### config.mk
export PLATFORM = sky130hd
export DESIGN_NAME = if_id_fifo
export DESIGN_NICKNAME = d
export VERILOG_FILES = /design/src/rtl/if_id_fifo_pkg.sv /design/src/rtl/if_id_fifo_ptr_ctrl.sv /design/src/rtl/if_id_fifo.sv
export SDC_FILE = /design/constraint.sdc
export NUM_CORES = 1
export LEC_CHECK = 0
export BUFFER_PORTS_ARGS = -buffer_cell sky130_fd_sc_hd__buf_4
export CAP_MARGIN = 20
export CORE_ASPECT_RATIO = 1.2
export CORE_MARGIN = 2
export CORE_UTILIZATION = 30
export DETAILED_ROUTE_END_ITERATION = 10
export GPL_TIMING_DRIVEN = 0
export PLACE_DENSITY_LB_ADDON = 0.2
export SYNTH_ARGS = -nofsm -noshare
export SYNTH_HDL_FRONTEND = slang
export SYNTH_SLANG_ARGS = --single-unit
### constraint.sdc
create_clock -name clk -period 4.5 [get_ports clk]
set_input_delay 0.9 -clock clk [delete_from_list [all_inputs] [get_ports clk]]
set_output_delay 0.9 -clock clk [all_outputs]
set_load 0.005 [all_outputs]
### src/rtl/if_id_fifo_pkg.sv
// Shared widths for the fetch->decode path and the IF/ID queue defaults.
package if_id_fifo_pkg;

    localparam int unsigned INST_ADDR_BUS  = 32;
    localparam int unsigned INST_BUS       = 32;
    localparam int unsigned EXCEP_TYPE_BUS = 6;
    localparam int unsigned IF_ID_DEPTH    = 4;

    // Width of a pointer into a queue of the given depth (at least one bit).
    function automatic int unsigned ptr_width(input int unsigned depth);
        return (depth > 1) ? $clog2(depth) : 1;
    endfunction

endpackage

### src/rtl/if_id_fifo_ptr_ctrl.sv
// Read/write pointers, occupancy and full/empty flags for a DEPTH-entry queue.
// Arbitrary DEPTH >= 2; pointers wrap by explicit compare. Reused by the store buffer.
module fifo_ptr_ctrl
    import if_id_fifo_pkg::*;
#(
    parameter  int unsigned DEPTH = IF_ID_DEPTH,
    localparam int unsigned PTR_W = ptr_width(DEPTH),
    localparam int unsigned CNT_W = $clog2(DEPTH + 1)
) (
    input  logic             clk,
    input  logic             rst,
    input  logic             flush,
    input  logic             push,
    input  logic             pop,
    output logic [PTR_W-1:0] wr_ptr,
    output logic [PTR_W-1:0] rd_ptr,
    output logic [CNT_W-1:0] count,
    output logic             full,
    output logic             empty
);

    localparam logic [PTR_W-1:0] LAST_PTR  = PTR_W'(DEPTH - 1);
    localparam logic [CNT_W-1:0] FULL_CNT  = CNT_W'(DEPTH);

    function automatic logic [PTR_W-1:0] ptr_inc(input logic [PTR_W-1:0] p);
        return (p == LAST_PTR) ? '0 : p + PTR_W'(1);
    endfunction

    // Flush outranks any handshake in flight.
    always_ff @(posedge clk or posedge rst) begin
        if (rst) begin
            wr_ptr <= '0;
            rd_ptr <= '0;
            count  <= '0;
        end else if (flush) begin
            wr_ptr <= '0;
            rd_ptr <= '0;
            count  <= '0;
        end else begin
            if (push) begin
                wr_ptr <= ptr_inc(wr_ptr);
            end
            if (pop) begin
                rd_ptr <= ptr_inc(rd_ptr);
            end
            if (push && !pop) begin
                count <= count + CNT_W'(1);
            end else if (pop && !push) begin
                count <= count - CNT_W'(1);
            end
        end
    end

    assign full  = (count == FULL_CNT);
    assign empty = (count == '0);

    a_count_bound: assert property (@(posedge clk) disable iff (rst)
        count <= FULL_CNT);
    a_no_overflow: assert property (@(posedge clk) disable iff (rst)
        !(push && full));
    a_no_underflow: assert property (@(posedge clk) disable iff (rst)
        !(pop && empty));

endmodule

### src/rtl/if_id_fifo.sv
// Fetch->decode decoupling queue with valid/ready on both sides.
// First-word-fall-through head; ID sees an all-zero NOP while empty.
module if_id_fifo
    import if_id_fifo_pkg::*;
#(
    parameter  int unsigned DEPTH  = IF_ID_DEPTH,
    parameter  int unsigned ADDR_W = INST_ADDR_BUS,
    parameter  int unsigned INST_W = INST_BUS,
    parameter  int unsigned EXC_W  = EXCEP_TYPE_BUS,
    localparam int unsigned CNT_W  = $clog2(DEPTH + 1)
) (
    input  logic              clk,
    input  logic              rst,
    input  logic              flush,
    input  logic              if_valid,
    output logic              if_ready,
    input  logic [ADDR_W-1:0] if_pc,
    input  logic [INST_W-1:0] if_instr,
    input  logic [EXC_W-1:0]  if_exception_type,
    output logic              id_valid,
    input  logic              id_ready,
    output logic [ADDR_W-1:0] id_pc,
    output logic [INST_W-1:0] id_instr,
    output logic [EXC_W-1:0]  id_exception_type,
    output logic [CNT_W-1:0]  count
);

    localparam int unsigned PTR_W = ptr_width(DEPTH);
    localparam int unsigned ENT_W = ADDR_W + INST_W + EXC_W;

    logic [ENT_W-1:0] mem [DEPTH];
    logic [PTR_W-1:0] wr_ptr;
    logic [PTR_W-1:0] rd_ptr;
    logic             full;
    logic             empty;
    logic             push;
    logic             pop;
    logic [ENT_W-1:0] head;

    // Ready comes from registered occupancy only, so a pop never frees a slot in the same cycle.
    assign if_ready = ~full;
    assign id_valid = ~empty;
    assign push     = if_valid & ~full & ~flush;
    assign pop      = ~empty & id_ready & ~flush;

    fifo_ptr_ctrl #(
        .DEPTH (DEPTH)
    ) u_ptr_ctrl (
        .clk    (clk),
        .rst    (rst),
        .flush  (flush),
        .push   (push),
        .pop    (pop),
        .wr_ptr (wr_ptr),
        .rd_ptr (rd_ptr),
        .count  (count),
        .full   (full),
        .empty  (empty)
    );

    // Storage is deliberately not reset; occupancy alone defines validity.
    always_ff @(posedge clk) begin
        if (push) begin
            mem[wr_ptr] <= {if_pc, if_instr, if_exception_type};
        end
    end

    assign head = empty ? '0 : mem[rd_ptr];
    assign {id_pc, id_instr, id_exception_type} = head;

endmodule

==> reports/qor.yml, run 1 <==
status: "completed"
netlist_instances: 507
drive_above_1_share: 0.408
setup_viol: 0
hold_class: "input port to async pin"
cts-root-buf: "clkbuf_16"
clk_path_buf_depth: 3
ys_seq_area_frac: 0.766
vias_per_cell: 4.55
finalPower_mw: 8.06
cts_tree: "yes"
power_density_nw_per_um2: 571
num_rows: 77
layoutNonFillerInstCount: 1187
antenna_found_initial: 3
cp-start-kind: "register"
period_minus_slack_ps: 3240
syn2layout_area_growth_pct: 25.9
grt_pass1_vias: 6052
die_h_um: 216
critPathKind: "register to primary output"
postCtsSetupRepairBufs: 0
relSlewSlack: 0.653
finalCritPeriodShare: 0.720
met2_usage: 0.218
grt_max_degree: 50
cts_sinks: 287
first_iter_violations: 256
fmax_mhz: 309
dpl.hpwl_um: 14700
multi_input_area_um2: 2360
hold_viol: 0
cts_htree_levels: 1
ys_types: 32
max_slew.worst_pin.slew_ps: 520
dpl.cell_count: 1131
rsz0062_at_grt: "no"
drt_pass1_iterations: 4
start_util: 0.304
cp-startpoint: "u_ptr_ctrl.rd_ptr[1]"
ys.warnings.count: 0
grt_usage: 0.121
report.final.slew_viol_count: 0
die_w_um: 180
drt_wl_total_um: 23400
register_area_um2: 8580
critPathMaxFanout: 10
irDropWorstVdd_mv: 0.294
final_nets: 770
die-area_um2: 38900
cp-end-kind: "primary output"
wl_per_cell_um: 19.7
overflow: 0
io_pins: 150
num_vias: 5400
io_buffers: 146
cts_hold_buf: 0
synth.top_cell.area_share: 0.751
syn_avg_cell_area_um2: 22.1
fillers: 3407
grt_busiest_layer: "met2"
insertion_delay_ps: 560
grtUsageMet3: 0.0278
finalCoreUtilization: 0.383
core_um2: 36800
pre_cts_ws_ps: 1600
synth_area_leaders: "edfxtp_1 (75%), mux4_2 (14%), and2_1 (4.2%)"
ant_nets: 0
arrival_ps: 2340
synth_nets: 588
cp.required_ps: 3600
gp_congestion: 0.711
cap_violations: 0
use_met1: 0.142
p_leak_nw: 4.79
ys_seq_elements: 287
syn_area_um2: 11200
clkTransAtPathRegs_ps: 60
yosys.area.top_type: "edfxtp_1"
drc: 0
cts_buffers: 30
synth_enable_flop_cells: 280
grt_pass1_wl_um: 36000
cts_resized: 0
synthArstFlopShare: 0.0244
finalClockSkew_ps: 12.8
r2r_start: "u_ptr_ctrl.count[0]"
ys.flop_type: "edfxtp_1"
fin_ws_ps: 1260
[report_power, final]
part	internal, mW	switching, mW
logic	1.22	0.992
registers	3.09	0.0461
clock network	1.70	1.00
total	6.02	2.04
[per-stage QoR]
stage	setup TNS [ps]	instance area, µm²	hold WS [ps]
3_5_place_dp	0	13000	576
3_3_place_gp	-133100	12900	560
4_1_cts	0	14100	242
2_1_floorplan	0	11200	543
5_1_grt	0	14100	273
6_report	0	14100	285
[area by class of cell]
type,count,area share
clock inverters,22,0.0221
repair buffers,150,0.0855
diodes,2,0.000355
plain buffers,28,0.0176
multi-input cells,187,0.167
clock buffers,32,0.0553
well taps,474,0.0420
flip-flops and latches,287,0.608
inverters,5,0.00133
[state kept, by name, summed over array words and instances, names as in the netlist]
signal,flops
u_ptr_ctrl.count,3
u_ptr_ctrl.rd_ptr,2
mem,280
u_ptr_ctrl.wr_ptr,2
[logic make-up after synthesis]
logic type                 count (synthesis)  share of synthesized area
muxes                                     70                      0.141
DFF                                      287                      0.766
xor gates and xnor gates                   3                    0.00235
buffers and inverters                     33                     0.0238
AOI/OAI and AO/OA                         12                    0.00681
and+or+nand+nor                           96                     0.0519
adders and majority gates                  6                    0.00737
[cells in the final DEF, fill, tap and decap left out, types with 3 or more instances in the layout]
cell type / instances
a21oi_1: 4
nand2_1: 7
buf_6: 3
and2_1: 71
buf_12: 6
ha_1: 5
bufinv_16: 8
and2_4: 4
clkinv_1: 6
buf_4: 146
o21ai_0: 3
nor2_1: 4
mux4_2: 68
clkbuf_1: 10
dfrtp_1: 7
clkbuf_16: 31
clkinv_2: 5
inv_1: 5
buf_2: 9
buf_16: 4
edfxtp_1: 280
[synthesized netlist by cell type (2+ instances only)]
cell type	count
edfxtp_1	280
and2_1	75
mux4_2	68
buf_2	9
clkbuf_1	9
dfrtp_1	7
nand2_1	7
buf_12	6
ha_1	5
inv_1	5
a21oi_1	4
nor2_1	4
buf_6	3
o21ai_0	3
mux4_1	2
nand3_1	2
or3_1	2
xor2_1	2
[per-layer routing]
metal / vias to the layer above / part of all wire
li1: 2426 / -
met1: 2820 / 0.40
met2: 122 / 0.53
met3: 30 / 0.049
met4: 2 / 0.023
met5: - / 0.00055
[worst max-delay path, stage by stage, from the launching register on]
cell,delay (ps)
dfrtp_1,350
clkbuf_1,380
buf_2,370
mux4_2,350
and2_1,190
buf_4,140
[final timing paths]
| check | cells after the start | slack (ps) | end |
|---|---|---|---|
| max | 5 | 1260 | id_pc[3] |
| min | 2 | 280 | u_ptr_ctrl.wr_ptr[0] |
| max reg2reg | 9 | 1840 | u_ptr_ctrl.count[1] |
| min reg2reg | 2 | 580 | u_ptr_ctrl.wr_ptr[1] |
| max in group asynchronous | 2 | 3980 | u_ptr_ctrl.rd_ptr[1] |
| min in group clk | 1 | 540 | mem[1][33] |
Note: power is estimated with default switching activity, not from simulation.
==> inputs of run 2 (changes only) <==
--- a/config.mk
+++ b/config.mk
@@ -5,6 +5,7 @@
 export SDC_FILE = /design/constraint.sdc
 export NUM_CORES = 1
 export LEC_CHECK = 0
+export ABC_AREA = 1
 export BUFFER_PORTS_ARGS = -buffer_cell sky130_fd_sc_hd__buf_4
 export CAP_MARGIN = 20
 export CORE_ASPECT_RATIO = 1.2
==> constraint.sdc (replaced) <==
create_clock -name clk -period 3.3 [get_ports clk]
set_input_delay 0.66 -clock clk [delete_from_list [all_inputs] [get_ports clk]]
set_output_delay 0.66 -clock clk [all_outputs]
set_load 0.005 [all_outputs]
==> reports/qor.yml, run 2 <==
status: "completed"
wl_per_cell_um: 18.5  # -6.1%
cts_resized: 0  # unchanged
ant_nets: 0  # unchanged
yosys.area.top_type: "edfxtp_1"
num_rows: 77  # unchanged
synth_top_family_by_area: "simple AND/OR/NAND/NOR gates"
rsz0062_at_grt: "no"
grt_pass1_wl_um: 43100  # +20%
cts-root-buf: "clkbuf_16"
cts_htree_levels: 1  # unchanged
syn2layout_area_growth_pct: 25.3
num_antenna_cells: 0  # -2
power_density_nw_per_um2: 776  # +36%
insertion_delay_ps: 540  # -20 ps
postCtsSetupRepairBufs: 0  # unchanged
grt_pass1_vias: 7126  # +18%
period_minus_slack_ps: 3150
final_nets: 1161  # +51%
ys.flop_type: "edfxtp_1"
finalCritPeriodShare: 0.954
synth_enable_flop_cells: 280  # unchanged
ys.warnings.count: 0  # unchanged
synthTopCellsByCount: "nor2_1 (285), edfxtp_1 (280), o21ai_0 (113)"
irDropWorstVdd_mv: 0.348  # +18%
arrival_ps: 2490  # +150 ps
clkTransAtPathRegs_ps: 60  # about the same
vias_per_cell: 4.64  # +1.9%
grt_usage: 0.147  # +0.0259
critPathKind: "register to primary output"
cts_sinks: 287  # unchanged
first_iter_violations: 451  # +76%
start_util: 0.306  # +0.00166
drc: 0  # unchanged
drt_pass1_iterations: 4  # unchanged
synth-adder-area-share: 0.00729  # -0.0000782
max_slew.worst_pin.slew_ps: 878  # +358 ps
ys_seq_elements: 287  # unchanged
hold_class: "input port to async pin"
crit_path_max_incr_delay_ps: 480  # +100 ps
finalClockSkew_ps: 6.39  # -6.42 ps
syn_avg_cell_area_um2: 12.7  # -42%
grtUsageMet3: 0.0213  # -0.00659
cap_violations: 0  # unchanged
relSlewSlack: 0.413  # -0.240
num_vias: 7306  # +35%
grt_busiest_layer: "met2"
met2_usage: 0.262  # +0.0441
die_h_um: 217  # +0.53%
dpl.hpwl_um: 18400  # +25%
synthMostInstantiatedCell: "nor2_1"
cts_tree: "yes"
critPathSlowestCell: "clkbuf_1"
synth-xor-area-share: 0.000774  # -0.00157
critPathMaxFanout: 10  # unchanged
tns_ps: 0  # unchanged
die_w_um: 181  # +0.52%
drt_wl_total_um: 29200  # +25%
core_um2: 37000  # +0.52%
fmax_mhz: 318
ys_types: 26  # -19%
setup_viol: 0  # unchanged
pre_cts_ws_ps: 444  # -1150 ps
drive_above_1_share: 0.218  # -0.190
synth_nets: 972  # +65%
cts_buffers: 29  # -3.3%
clk_path_buf_depth: 3  # unchanged
layout_commonest_cell: "nor2_1"
cp-start-kind: "register"
grt_max_degree: 28  # -44%
p_leak_nw: 5.04  # +5.2%
largest_register: "mem"
reg_top3: "mem: 280 flops, u_ptr_ctrl.count: 3 flops"
synth_compound_area_frac: 0.0967  # +0.0899
cp-end-kind: "primary output"
synth_area_leaders: "edfxtp_1 (74%), nor2_1 (9.4%), o21ai_0 (5.0%)"
cp.required_ps: 2640  # -960 ps
die-area_um2: 39300  # +1.1%
yosys.area_share.simple: 0.105  # +0.0526
synthArstFlopShare: 0.0244  # unchanged
antenna_found_initial: 0  # -3
io_buffers: 149  # +2.1%
cts_hold_buf: 0  # unchanged
layout_common_cells: "nor2_1 (281), edfxtp_1 (280), buf_4 (150), o21ai_0 (113), a21oi_1 (71)"
hold_viol: 0  # unchanged
synth.top_cell.area_share: 0.743  # -0.00796
ys_seq_area_frac: 0.758  # -0.00813
netlist_instances: 891  # +76%
report.final.slew_viol_count: 0  # unchanged
syn_area_um2: 11300  # +1.1%
gp_congestion: 0.697  # -1.9%
synthMuxAreaShare: 0  # -0.141
largest_reg_flops: 280  # unchanged
crit_path_cell_trace: "buf_2, inv_2, clkbuf_1, nor2_1, o21ai_0, a21oi_1, buf_4"
io_pins: 150  # unchanged
fin_ws_ps: 150  # -1110 ps
overflow: 0  # unchanged
use_met1: 0.186  # +0.0434
## run 2: changes by cell type in the layout (fill, tap and decap cells not counted), moves of 18 or more
cell | previous run | this run
mux4_2 | 68 | 0
o21ai_1 | 0 | 32
o21ai_0 | 3 | 113
and2_1 | 71 | 0
nor2_1 | 4 | 281
a21oi_1 | 4 | 71
clkbuf_1 | 10 | 28
## run 2: area by class of cell
class                           count  area [µm²]
Fill cell                        3638       22800
Sequential cell                   287        8580
Multi-Input combinational cell    534        2400
Timing Repair Buffer              158        1310
Clock buffer                       32         737
Tap cell                          474         593
Buffer                             53         304
Clock inverter                     21         198
Inverter                           17        63.8
## run 2: path summary, 6_finish.rpt
path                       slack [ps]            startpoint  depth (start not counted)                  end
max                               150  u_ptr_ctrl.rd_ptr[1]                          7         id_instr[23]
max in group asynchronous        3030                   rst                          2  u_ptr_ctrl.count[0]
min                                50                   rst                          2  u_ptr_ctrl.count[1]
min reg2reg                       570   u_ptr_ctrl.count[0]                          1  u_ptr_ctrl.count[0]
min in group clk                  320              if_pc[8]                          1           mem[1][46]
max reg2reg                       940   u_ptr_ctrl.count[0]                          6           mem[0][14]
## run 2: critical path, delay by kind of cell, from the launching register on
family / cells / cell delay, ps
buffers and inverters: 4 / 1160
AND/OR/NAND/NOR: 1 / 90
AO/OA/AOI/OAI: 2 / 300
flip-flops: 1 / 380
## run 2: logic make-up (layout without fill, tap and decap cells)
group,count (synthesis),after routing
AO/OA/AOI/OAI,218,218
XOR/XNOR,1,1
adder cells (fa/ha/maj),6,6
buffers and inverters,70,281
flip-flops,287,287
AND/OR/NAND/NOR,309,309
## run 2: power breakdown
part           switching (mW)  total [mW]  internal (mW)
Sequential             0.0629        4.29           4.23
Clock                    1.31        3.22           1.91
Combinational            2.08        3.49           1.41
Total                    3.46        11.0           7.55
## run 2: stage by stage
step	power (mW)	hold WS [ps]	cells	cell area (µm²)	utilization
floorplan	6.08	463	891	11300	-
global placement	7.94	542	1514	13000	0.352
detailed placement	7.96	560	1523	13300	0.358
CTS	11.2	34.8	1576	14200	0.383
global route	11.6	50.3	1576	14200	0.383
finish	11.0	52.2	1576	14200	0.383
## run 2: layer usage
| layer | wire length (µm) | share of wire | vias up |
|---|---|---|---|
| li1 | - | - | 3528 |
| met1 | 12300 | 0.42 | 3586 |
| met2 | 15000 | 0.51 | 163 |
| met3 | 1360 | 0.046 | 29 |
| met4 | 560 | 0.019 | 0 |
| met5 | 0 | 0 | - |
